**src/rtl/iec_sd_arbiter_pkg.sv**
```systemverilog
// Shared types and widths for the IEC drive SD-channel arbiter.
package iec_sd_arbiter_pkg;

    typedef enum logic [1:0] {
        ST_IDLE = 2'd0,
        ST_REQ  = 2'd1,
        ST_XFER = 2'd2,
        ST_REL  = 2'd3
    } state_e;

    localparam int unsigned LBA_W = 32;
    localparam int unsigned SZ_W  = 6;
    localparam int unsigned DAT_W = 8;

    // Width of a drive index; at least one bit even for a single drive.
    function automatic int unsigned idx_w(input int unsigned n);
        return (n > 1) ? $clog2(n) : 1;
    endfunction

endpackage

```
**src/rtl/iec_sd_arbiter_if.sv**
```systemverilog
// Drive-side and host-side SD transfer signals seen by the arbiter.
interface iec_sd_arbiter_if
    import iec_sd_arbiter_pkg::*;
#(
    parameter int unsigned NDRV = 2
);

    logic [LBA_W*NDRV-1:0] drv_sd_lba;
    logic [SZ_W*NDRV-1:0]  drv_sd_sz;
    logic [NDRV-1:0]       drv_sd_rd;
    logic [NDRV-1:0]       drv_sd_wr;
    logic [DAT_W*NDRV-1:0] drv_sd_buff_din;
    logic [NDRV-1:0]       drv_sd_ack;
    logic [NDRV-1:0]       drv_sd_buff_wr;
    logic [LBA_W-1:0]      sd_lba;
    logic [SZ_W-1:0]       sd_sz;
    logic                  sd_rd;
    logic                  sd_wr;
    logic                  sd_ack;
    logic                  sd_buff_wr;
    logic [DAT_W-1:0]      sd_buff_din;
    logic [NDRV-1:0]       grant;
    logic                  busy;

    modport master (
        input  drv_sd_lba, drv_sd_sz, drv_sd_rd, drv_sd_wr, drv_sd_buff_din,
        input  sd_ack, sd_buff_wr,
        output drv_sd_ack, drv_sd_buff_wr, sd_lba, sd_sz, sd_rd, sd_wr,
        output sd_buff_din, grant, busy
    );

    modport slave (
        output drv_sd_lba, drv_sd_sz, drv_sd_rd, drv_sd_wr, drv_sd_buff_din,
        output sd_ack, sd_buff_wr,
        input  drv_sd_ack, drv_sd_buff_wr, sd_lba, sd_sz, sd_rd, sd_wr,
        input  sd_buff_din, grant, busy
    );

endinterface

```
**src/rtl/iec_sd_rr_pick.sv**
```systemverilog
// Round-robin priority encoder: first requester at or after ptr_i, wrapping.
module iec_sd_rr_pick
    import iec_sd_arbiter_pkg::*;
#(
    parameter int unsigned NDRV = 2
) (
    input  logic [NDRV-1:0]         req_i,
    input  logic [idx_w(NDRV)-1:0]  ptr_i,
    output logic [NDRV-1:0]         pick_o,
    output logic                    valid_o
);

    localparam int unsigned IW = idx_w(NDRV);

    int unsigned idx;

    always_comb begin
        pick_o  = '0;
        valid_o = 1'b0;
        idx     = 0;
        for (int unsigned i = 0; i < NDRV; i++) begin
            idx = ({{(32-IW){1'b0}}, ptr_i} + i) % NDRV;
            if (!valid_o && req_i[idx[IW-1:0]]) begin
                pick_o[idx[IW-1:0]] = 1'b1;
                valid_o             = 1'b1;
            end
        end
    end

endmodule

```
**src/rtl/iec_sd_arbiter.sv**
```systemverilog
// Shares one host SD block-transfer channel between NDRV drives, round-robin,
// holding each grant for one complete ack-framed transfer.
module iec_sd_arbiter
    import iec_sd_arbiter_pkg::*;
#(
    parameter int unsigned NDRV = 2
) (
    input logic              clk_sys,
    input logic              reset,
    iec_sd_arbiter_if.master bus
);

    localparam int unsigned   IW   = idx_w(NDRV);
    localparam logic [IW-1:0] LAST = IW'(NDRV - 1);

    state_e            state_q, state_d;
    logic [IW-1:0]     rr_ptr_q, rr_ptr_d;
    logic [IW-1:0]     gidx_q, gidx_d;
    logic [NDRV-1:0]   grant_q, grant_d;
    logic              sd_rd_q, sd_rd_d;
    logic              sd_wr_q, sd_wr_d;
    logic [LBA_W-1:0]  lba_q, lba_d;
    logic [SZ_W-1:0]   sz_q, sz_d;

    logic [NDRV-1:0]   req;
    logic [NDRV-1:0]   pick;
    logic              pick_vld;
    logic [IW-1:0]     pick_idx;
    logic              g_req;
    logic [NDRV-1:0]   drv_ack;
    logic [NDRV-1:0]   drv_bwr;
    logic [DAT_W-1:0]  buff_din;

    logic [LBA_W-1:0]  lba_a [NDRV];
    logic [SZ_W-1:0]   sz_a  [NDRV];
    logic [DAT_W-1:0]  din_a [NDRV];

    for (genvar i = 0; i < NDRV; i++) begin : g_unpack
        assign lba_a[i] = bus.drv_sd_lba[i*LBA_W +: LBA_W];
        assign sz_a[i]  = bus.drv_sd_sz[i*SZ_W +: SZ_W];
        assign din_a[i] = bus.drv_sd_buff_din[i*DAT_W +: DAT_W];
    end

    assign req   = bus.drv_sd_rd | bus.drv_sd_wr;
    assign g_req = |(req & grant_q);

    iec_sd_rr_pick #(.NDRV(NDRV)) u_pick (
        .req_i   (req),
        .ptr_i   (rr_ptr_q),
        .pick_o  (pick),
        .valid_o (pick_vld)
    );

    always_comb begin
        pick_idx = '0;
        for (int unsigned j = 0; j < NDRV; j++) begin
            if (pick[j[IW-1:0]]) pick_idx = j[IW-1:0];
        end
    end

    always_comb begin
        state_d  = state_q;
        rr_ptr_d = rr_ptr_q;
        gidx_d   = gidx_q;
        grant_d  = grant_q;
        sd_rd_d  = sd_rd_q;
        sd_wr_d  = sd_wr_q;
        lba_d    = lba_q;
        sz_d     = sz_q;
        unique case (state_q)
            ST_IDLE: begin
                if (!bus.sd_ack && pick_vld) begin
                    grant_d = pick;
                    gidx_d  = pick_idx;
                    lba_d   = lba_a[pick_idx];
                    sz_d    = sz_a[pick_idx];
                    sd_rd_d = bus.drv_sd_rd[pick_idx];
                    sd_wr_d = bus.drv_sd_wr[pick_idx] & ~bus.drv_sd_rd[pick_idx];
                    state_d = ST_REQ;
                end
            end
            // REQ is only entered with sd_ack low, so a high level here is the rising edge.
            ST_REQ: begin
                if (bus.sd_ack) begin
                    sd_rd_d = 1'b0;
                    sd_wr_d = 1'b0;
                    state_d = ST_XFER;
                end
            end
            ST_XFER: begin
                if (!bus.sd_ack) state_d = ST_REL;
            end
            ST_REL: begin
                if (!g_req) begin
                    rr_ptr_d = (gidx_q == LAST) ? '0 : gidx_q + IW'(1);
                    grant_d  = '0;
                    state_d  = ST_IDLE;
                end
            end
            default: state_d = ST_IDLE;
        endcase
    end

    always_ff @(posedge clk_sys or posedge reset) begin
        if (reset) begin
            state_q  <= ST_IDLE;
            rr_ptr_q <= '0;
            gidx_q   <= '0;
            grant_q  <= '0;
            sd_rd_q  <= 1'b0;
            sd_wr_q  <= 1'b0;
            lba_q    <= '0;
            sz_q     <= '0;
        end else begin
            state_q  <= state_d;
            rr_ptr_q <= rr_ptr_d;
            gidx_q   <= gidx_d;
            grant_q  <= grant_d;
            sd_rd_q  <= sd_rd_d;
            sd_wr_q  <= sd_wr_d;
            lba_q    <= lba_d;
            sz_q     <= sz_d;
        end
    end

    // Ack window covers REQ so the drive sees the host's rising edge without delay.
    always_comb begin
        drv_ack  = '0;
        drv_bwr  = '0;
        buff_din = '0;
        if (|grant_q) begin
            buff_din = din_a[gidx_q];
            if (state_q == ST_REQ || state_q == ST_XFER) drv_ack[gidx_q] = bus.sd_ack;
            if (state_q == ST_XFER) drv_bwr[gidx_q] = bus.sd_buff_wr;
        end
    end

    assign bus.drv_sd_ack     = drv_ack;
    assign bus.drv_sd_buff_wr = drv_bwr;
    assign bus.sd_buff_din    = buff_din;
    assign bus.sd_lba         = lba_q;
    assign bus.sd_sz          = sz_q;
    assign bus.sd_rd          = sd_rd_q;
    assign bus.sd_wr          = sd_wr_q;
    assign bus.grant          = grant_q;
    assign bus.busy           = (state_q != ST_IDLE);

endmodule

```
**src/flat_wrapper.sv**
```systemverilog
// flat-port wrapper written by rule: the top's interface ports become plain ports
module iec_sd_arbiter_flat import iec_sd_arbiter_pkg::*;
#(
    parameter int unsigned NDRV = 2
)
  (clk_sys, reset, bus_drv_sd_lba, bus_drv_sd_sz, bus_drv_sd_rd, bus_drv_sd_wr, bus_drv_sd_buff_din, bus_sd_ack, bus_sd_buff_wr, bus_drv_sd_ack, bus_drv_sd_buff_wr, bus_sd_lba, bus_sd_sz, bus_sd_rd, bus_sd_wr, bus_sd_buff_din, bus_grant, bus_busy);
  iec_sd_arbiter_if #(.NDRV(NDRV)) bus_i ();
  input logic clk_sys;
  input logic reset;
  input wire logic [$bits(bus_i.drv_sd_lba)-1:0] bus_drv_sd_lba;
  input wire logic [$bits(bus_i.drv_sd_sz)-1:0] bus_drv_sd_sz;
  input wire logic [$bits(bus_i.drv_sd_rd)-1:0] bus_drv_sd_rd;
  input wire logic [$bits(bus_i.drv_sd_wr)-1:0] bus_drv_sd_wr;
  input wire logic [$bits(bus_i.drv_sd_buff_din)-1:0] bus_drv_sd_buff_din;
  input wire logic [$bits(bus_i.sd_ack)-1:0] bus_sd_ack;
  input wire logic [$bits(bus_i.sd_buff_wr)-1:0] bus_sd_buff_wr;
  output wire logic [$bits(bus_i.drv_sd_ack)-1:0] bus_drv_sd_ack;
  output wire logic [$bits(bus_i.drv_sd_buff_wr)-1:0] bus_drv_sd_buff_wr;
  output wire logic [$bits(bus_i.sd_lba)-1:0] bus_sd_lba;
  output wire logic [$bits(bus_i.sd_sz)-1:0] bus_sd_sz;
  output wire logic [$bits(bus_i.sd_rd)-1:0] bus_sd_rd;
  output wire logic [$bits(bus_i.sd_wr)-1:0] bus_sd_wr;
  output wire logic [$bits(bus_i.sd_buff_din)-1:0] bus_sd_buff_din;
  output wire logic [$bits(bus_i.grant)-1:0] bus_grant;
  output wire logic [$bits(bus_i.busy)-1:0] bus_busy;
  assign bus_i.drv_sd_lba = bus_drv_sd_lba;
  assign bus_i.drv_sd_sz = bus_drv_sd_sz;
  assign bus_i.drv_sd_rd = bus_drv_sd_rd;
  assign bus_i.drv_sd_wr = bus_drv_sd_wr;
  assign bus_i.drv_sd_buff_din = bus_drv_sd_buff_din;
  assign bus_i.sd_ack = bus_sd_ack;
  assign bus_i.sd_buff_wr = bus_sd_buff_wr;
  assign bus_drv_sd_ack = bus_i.drv_sd_ack;
  assign bus_drv_sd_buff_wr = bus_i.drv_sd_buff_wr;
  assign bus_sd_lba = bus_i.sd_lba;
  assign bus_sd_sz = bus_i.sd_sz;
  assign bus_sd_rd = bus_i.sd_rd;
  assign bus_sd_wr = bus_i.sd_wr;
  assign bus_sd_buff_din = bus_i.sd_buff_din;
  assign bus_grant = bus_i.grant;
  assign bus_busy = bus_i.busy;
  iec_sd_arbiter #(.NDRV(NDRV)) u_core (.clk_sys(clk_sys), .reset(reset), .bus(bus_i));
endmodule
```
**config.mk**
```make
export PLATFORM = sky130hd
export DESIGN_NAME = iec_sd_arbiter_flat
export DESIGN_NICKNAME = d
export VERILOG_FILES = /design/src/rtl/iec_sd_arbiter_pkg.sv /design/src/rtl/iec_sd_arbiter_if.sv /design/src/rtl/iec_sd_rr_pick.sv /design/src/rtl/iec_sd_arbiter.sv /design/src/flat_wrapper.sv
export SDC_FILE = /design/constraint.sdc
export NUM_CORES = 1
export LEC_CHECK = 0
export ABC_CLOCK_PERIOD_IN_PS = 2050
export BUFFER_PORTS_ARGS = -buffer_cell sky130_fd_sc_hd__buf_2
export CORE_ASPECT_RATIO = 0.5
export CORE_UTILIZATION = 43
export DETAILED_ROUTE_END_ITERATION = 10
export PLACE_DENSITY = 0.9
export SLEW_MARGIN = 25
export SYNTH_ARGS = -nofsm -noshare
export SYNTH_HDL_FRONTEND = slang
export SYNTH_HIERARCHICAL = 1
export SYNTH_SLANG_ARGS = --single-unit
export TNS_END_PERCENT = 50
```
**constraint.sdc**
```tcl
create_clock -name clk_sys -period 2.05 [get_ports clk_sys]
set_clock_uncertainty 0.05 [all_clocks]
set_input_delay 0 -clock clk_sys [delete_from_list [all_inputs] [get_ports clk_sys]]
set_output_delay 0 -clock clk_sys [all_outputs]
set_load 0.05 [all_outputs]
```
# After elaboration in Yosys (flattened, before gate mapping)
# Index checks and enable logic that the tools add are counted.
dict set report word_totals {
  input_bits 100
  wordCells 101
  regBits 46
}
dict set report op_classes {
  n_addsub 2
  n_mux 46
  reduce_logical 19
  n_lt_le_gt_ge 9
  n_bitwise 10
  eq_ne 7
}
# operator count
set op_table {}
lappend op_table {{$mux 32} 3}
lappend op_table {{$mux 8} 4}
lappend op_table {{$mux 2} 11}
lappend op_table {{$mux 1} 18}
lappend op_table {{$mux 6} 3}
lappend op_table {{$lt 1x2->1 const B} 4}
lappend op_table {{$pmux 2 s4} 1}
lappend op_table {{$and 2x2->2} 3}
lappend op_table {{$ne 2x2->1 const B} 3}
lappend op_table {{$reduce_and 3->1} 2}
lappend op_table {{$reduce_bool 2->1} 3}
lappend op_table {{$logic_and 1x1->1} 5}
lappend op_table {{$eq 2x2->1 const B} 2}
lappend op_table {{$ge 2x2->1 const B} 2}
lappend op_table {{$not 1->2} 2}
lappend op_table {{$or 2x2->2} 2}
lappend op_table {{$pmux 1 s2} 2}
lappend op_table {{$pmux 2 s2} 1}
lappend op_table {{$reduce_and 2->1} 2}
lappend op_table {{$reduce_and 4->1} 1}
lappend op_table {{$reduce_or 2->1} 2}
lappend op_table {{$demux 1 s1} 3}
lappend op_table {{$ge 1x1->1 const B} 3}
lappend op_table {{$add 1x1->1 const B} 2}
lappend op_table {{other kinds (7)} 9}

# Logic depth before layout (Yosys ltp)
dict set report logic_depth {
  ltp_word 14
  mapped_depth 9
  mapped_depth_nobuf 6
}

# By module
# Netlist, hierarchy kept.
# module seq_area_each_um2 cells_each area_each_um2 n_inst
set modules_own_cells {}
lappend modules_own_cells {iec_sd_arbiter 1151.1 251 2419.8 1}
lappend modules_own_cells {iec_sd_rr_pick 0.0 4 25.0 1}

# Worst setup path before layout
# Ideal clock, no wire load.
dict set report synth_path {
  path_type {flip-flop to output port}
  from {register u_core.grant_q[1], in the netlist u_core/bus.grant[1]}
  to {output port bus_drv_sd_ack[0]}
  required_ns 2.000
  t_arrival_ns 2.083
  path_stages_with_launch 3
  setup_slack_ns -0.083
  path_cell_list {dfrtp_1 > nor2_1 > nor3_1}
}
dict set report synth_between {
  elab_chain_cells 2
}
# item line_no
set synth_rtl {}
lappend synth_rtl {{start: declaration} iec_sd_arbiter.sv:19} ;# logic [NDRV-1:0] grant_q, grant_d;
lappend synth_rtl {{start signal: assignment} iec_sd_arbiter.sv:118} ;# grant_q <= grant_d;
lappend synth_rtl {{$reduce_or 2->1} iec_sd_arbiter.sv:131} ;# if (|grant_q) begin
lappend synth_rtl {{$mux 2} iec_sd_arbiter.sv:131}
lappend synth_rtl {{end: declaration} flat_wrapper.sv:17} ;# output wire logic [$bits(bus_i.drv_sd_ack)-1:0] bus_drv_sd_ack;
# Every way passes these cells.

# Worst setup path in the final report
dict set report layout_path {
  from {register u_core.rr_ptr_q}
  to {register u_core.lba_q[20], in the netlist u_core/bus.sd_lba[20]}
}
dict set report layout_between {
  elab_chain_cells 12
}
# item line_no
set layout_rtl {}
lappend layout_rtl {{start: declaration} iec_sd_arbiter.sv:17} ;# logic [IW-1:0] rr_ptr_q, rr_ptr_d;
lappend layout_rtl {{start signal: assignment} iec_sd_arbiter.sv:116} ;# rr_ptr_q <= rr_ptr_d;
lappend layout_rtl {{$add 1x1->1, or another cell as far along} iec_sd_rr_pick.sv:22} ;# idx = ({{(32-IW){1'b0}}, ptr_i} + i) % NDRV;
lappend layout_rtl {{$lt 1x2->1 (not written as such), or another cell as far along} iec_sd_rr_pick.sv:24} ;# pick_o[idx[IW-1:0]] = 1'b1;
lappend layout_rtl {{$logic_and 1x1->1 (not written as such) / $mux 1 (equally long branches)} iec_sd_rr_pick.sv:24}
lappend layout_rtl {{$mux 1 (not written as such) / $demux 1 s1 (equally long branches)} iec_sd_rr_pick.sv:24}
lappend layout_rtl {{$demux 1 s1 / $mux 2 (equally long branches)} {iec_sd_rr_pick.sv:24, iec_sd_rr_pick.sv:23}}
lappend layout_rtl {{$or 2x2->2 (no line)} -}
lappend layout_rtl {{$mux 2 *} iec_sd_rr_pick.sv:23} ;# if (!valid_o && req_i[idx[IW-1:0]]) begin
lappend layout_rtl {{net u_core.pick[1]} iec_sd_arbiter.sv:26} ;# logic [NDRV-1:0] pick;
lappend layout_rtl {{$mux 1 *} iec_sd_arbiter.sv:57} ;# if (pick[j[IW-1:0]]) pick_idx = j[IW-1:0];
lappend layout_rtl {{$not 1->2 (not written as such) *} iec_sd_arbiter.sv:75} ;# lba_d = lba_a[pick_idx];
lappend layout_rtl {{$mux 32 (not written as such) * (3 in a row)} iec_sd_arbiter.sv:75}
lappend layout_rtl {{end signal: assignment} iec_sd_arbiter.sv:121} ;# lba_q <= lba_d;
lappend layout_rtl {{end: declaration} iec_sd_arbiter.sv:22} ;# logic [LBA_W-1:0] lba_q, lba_d;
# The timed path passes the listed nets; every way through them passes the cells marked *. The select of a mux whose other input is x is not followed.
# A chain may end at the register's enable or synchronous reset.

==> reports/metrics.cfg <==
[final_layout]
syn_to_final_growth_pct = 73.8
num-nets-final = 585
antenna_cells = 0
stdcell_count = 551
mostFrequentLayoutCell = buf_2
drive_gt1_frac = 0.387
final_util = 0.821
most-common-layout-cells = buf_2, dlygate4sd3_1, nand2_1
final_area_um2 = 4250

[placement]
gp_congestion = 0.796
place_area_um2 = 3290
hpwlAfterDp_um = 4900
post-place-cells = 468
port_buffers = 154

[grt]
grt_pass1_vias = 3031
overflow = 0
grt_use_total = 0.331
grt_max_degree = 79
grt_pass1_wl_um = 15100
antenna_found_initial = 0

[timing]
setup_viol = 0
slew_violations = 0
tightestPinTransition_ns = 0.584
fin_crit_sh = 0.988
whs_ns = -0.0479
slew_headroom = 0.609
hold_viol = 1
fmax_ghz = 0.494
period_minus_slack_ns = 2.03

[critical_path]
crit_fanout = 7
crit_arrival_ns = 2.13
cp.required_ns = 2.16
cp-end-kind = flip-flop
crit_type = reg -> reg
startpoint_type = flip-flop

[cts]
cts_made_buffers = 5
clk_pin_slew_ns = 0.07
clock_path_buffers = 2
cts_tree = built
clkLatencyLatePin_ns = 0.29
cts_sinks = 46
cts_root_buf = clkbuf_16
cts-htree-levels = 2

[route]
wl_met2_um = 5330
wl_met3_um = 745
wl_um = 10300
num_vias = 2975
drtIter0Drc = 319
vias_per_cell = 5.40
top_layer = met4
wl_met1_um = 3590
firstDrtPassIters = 6
ant_nets = 0
wire_per_inst_um = 18.6
drc = 0

[flow_run]
drv_cap = 0

[power_and_ir_drop]
ir_drop_v = 0.00115
powerDensity_nw_per_um2 = 1590
leakagePower_nw = 2.26
totalPowerFinal_mw = 6.75

[die]
start_util = 0.472
die_w_um = 109
die-area_um2 = 6010
rows = 18
boundaryPins = 155
core_area_um2 = 5180
die_h_um = 55.3

[worst_hold_path]
worstHoldPathType = in -> reg

[status]
status = finished, violations left
failed_checks = negative hold slack

[synth]
ys_warn_count = 6
syn-cell-area_um2 = 2440
ys_ff_latch = 46
synthDistinctLibCells = 27
synthCells = 255
ys_seq_area_frac = 0.471
syn_nets = 360
avgSynthCellArea_um2 = 9.59

==> per-stage QoR <==
stage,setup WS (ns),setup TNS [ns]
6_report,0.0246,0
5_1_grt,-0.0103,-0.0311
4_1_cts,0.0352,0
3_5_place_dp,0.222,0
3_3_place_gp,0.301,0
2_1_floorplan,-0.0826,-0.165
==> power breakdown <==
| part | switching [mW] | internal, mW | leakage (nW) | total [mW] |
|---|---|---|---|---|
| clock network | 0.372 | 0.575 | 0.0760 | 0.947 |
| logic | 2.92 | 1.20 | 1.61 | 4.12 |
| registers | 0.344 | 1.33 | 0.577 | 1.68 |
==> Yosys cell counts <==
cell type   n  area, µm²
o221ai_2    1       15.0
ha_1        5       62.6
buf_2       9       45.0
nor2b_2     1       8.76
and2b_4     1       10.0
a211o_2     1       10.0
nand2_1    51        191
a221oi_1    2       17.5
o21ai_1     8       40.0
clkbuf_1    7       26.3
o211ai_2    1       12.5
o21ai_0    35        175
a21boi_1    2       15.0
nor2_1     17       63.8
inv_1       7       26.3
dfrtp_1    46       1150
a31oi_1     1       6.26
nor2b_1     1       6.26
o32a_1      1       10.0
nor3_1      2       10.0
mux2i_1    48        480
or2_2       2       12.5
or2_1       2       12.5
nand3_1     1       5.00
o21ai_2     1       8.76
a22oi_1     1       7.51
mux2_4      1       15.0
==> worst paths after layout <==
path	cells after the start	slack (ns)	from	to
min in group asynchronous	3	0.26	reset	u_core/bus.sd_lba[4]
hold / removal	3	-0.05	bus_drv_sd_lba[36]	u_core/bus.sd_lba[4]
hold reg to reg	2	0.44	u_core/bus.sd_lba[13]	u_core/bus.sd_lba[13]
max in group asynchronous	4	1.12	reset	u_core/bus.sd_lba[16]
setup reg to reg	6	0.02	u_core/rr_ptr_q	u_core/bus.sd_lba[20]
setup / recovery	6	0.02	u_core/rr_ptr_q	u_core/bus.sd_lba[20]
==> worst max-delay path: stages, from the launching register on <==
cell and delay [ns]:
dfrtp_1 0.38, inv_1 0.08, a21boi_4 0.28, clkbuf_16 0.23, mux2i_1 0.21, dlygate4sd3_1 0.56
o21ai_0 0.09
==> layer usage <==
metal,up-vias,GRT usage
met5,-,0.0179
met4,0,0.207
met3,67,0.0685
met2,192,0.607
met1,1391,0.345
li1,1325,-
==> what timing repair did <==
action | in CTS | in global routing
hold buffers | 72 | 0
setup endpoints to repair | 0 | 13
hold endpoints to repair | 62 | 0
resized for setup | 0 | 6
setup buffers | 0 | 4
==> logic make-up after synthesis <==
kind of cell               count (synthesis)  synth area share
buffers and inverters                     23            0.0399
and+or+nand+nor                           78             0.131
adders and majority gates                  5            0.0256
AOI/OAI and AO/OA                         54             0.130
muxes                                     49             0.203
DFF                                       46             0.471
==> flip-flops by register name (all words and copies together) (netlist names) <==
register,cells
u_core/state_q,2
u_core/bus.grant,2
u_core/bus.sd_lba,32
u_core/gidx_q,1
u_core/rr_ptr_q,1
u_core/bus.sd_sz,6
u_core/bus.sd_rd,1
u_core/bus.sd_wr,1
==> layout make-up <==
type,instances,area [µm²]
clock buffers,5,125
repair buffers,234,1590
multi-input cells,186,1230
inverters,7,26.3
fillers,277,930
well taps,70,87.6
flip-flops and latches,46,1150
clock inverters,3,45.0
No activity file was read; power rests on OpenSTA's default activity.
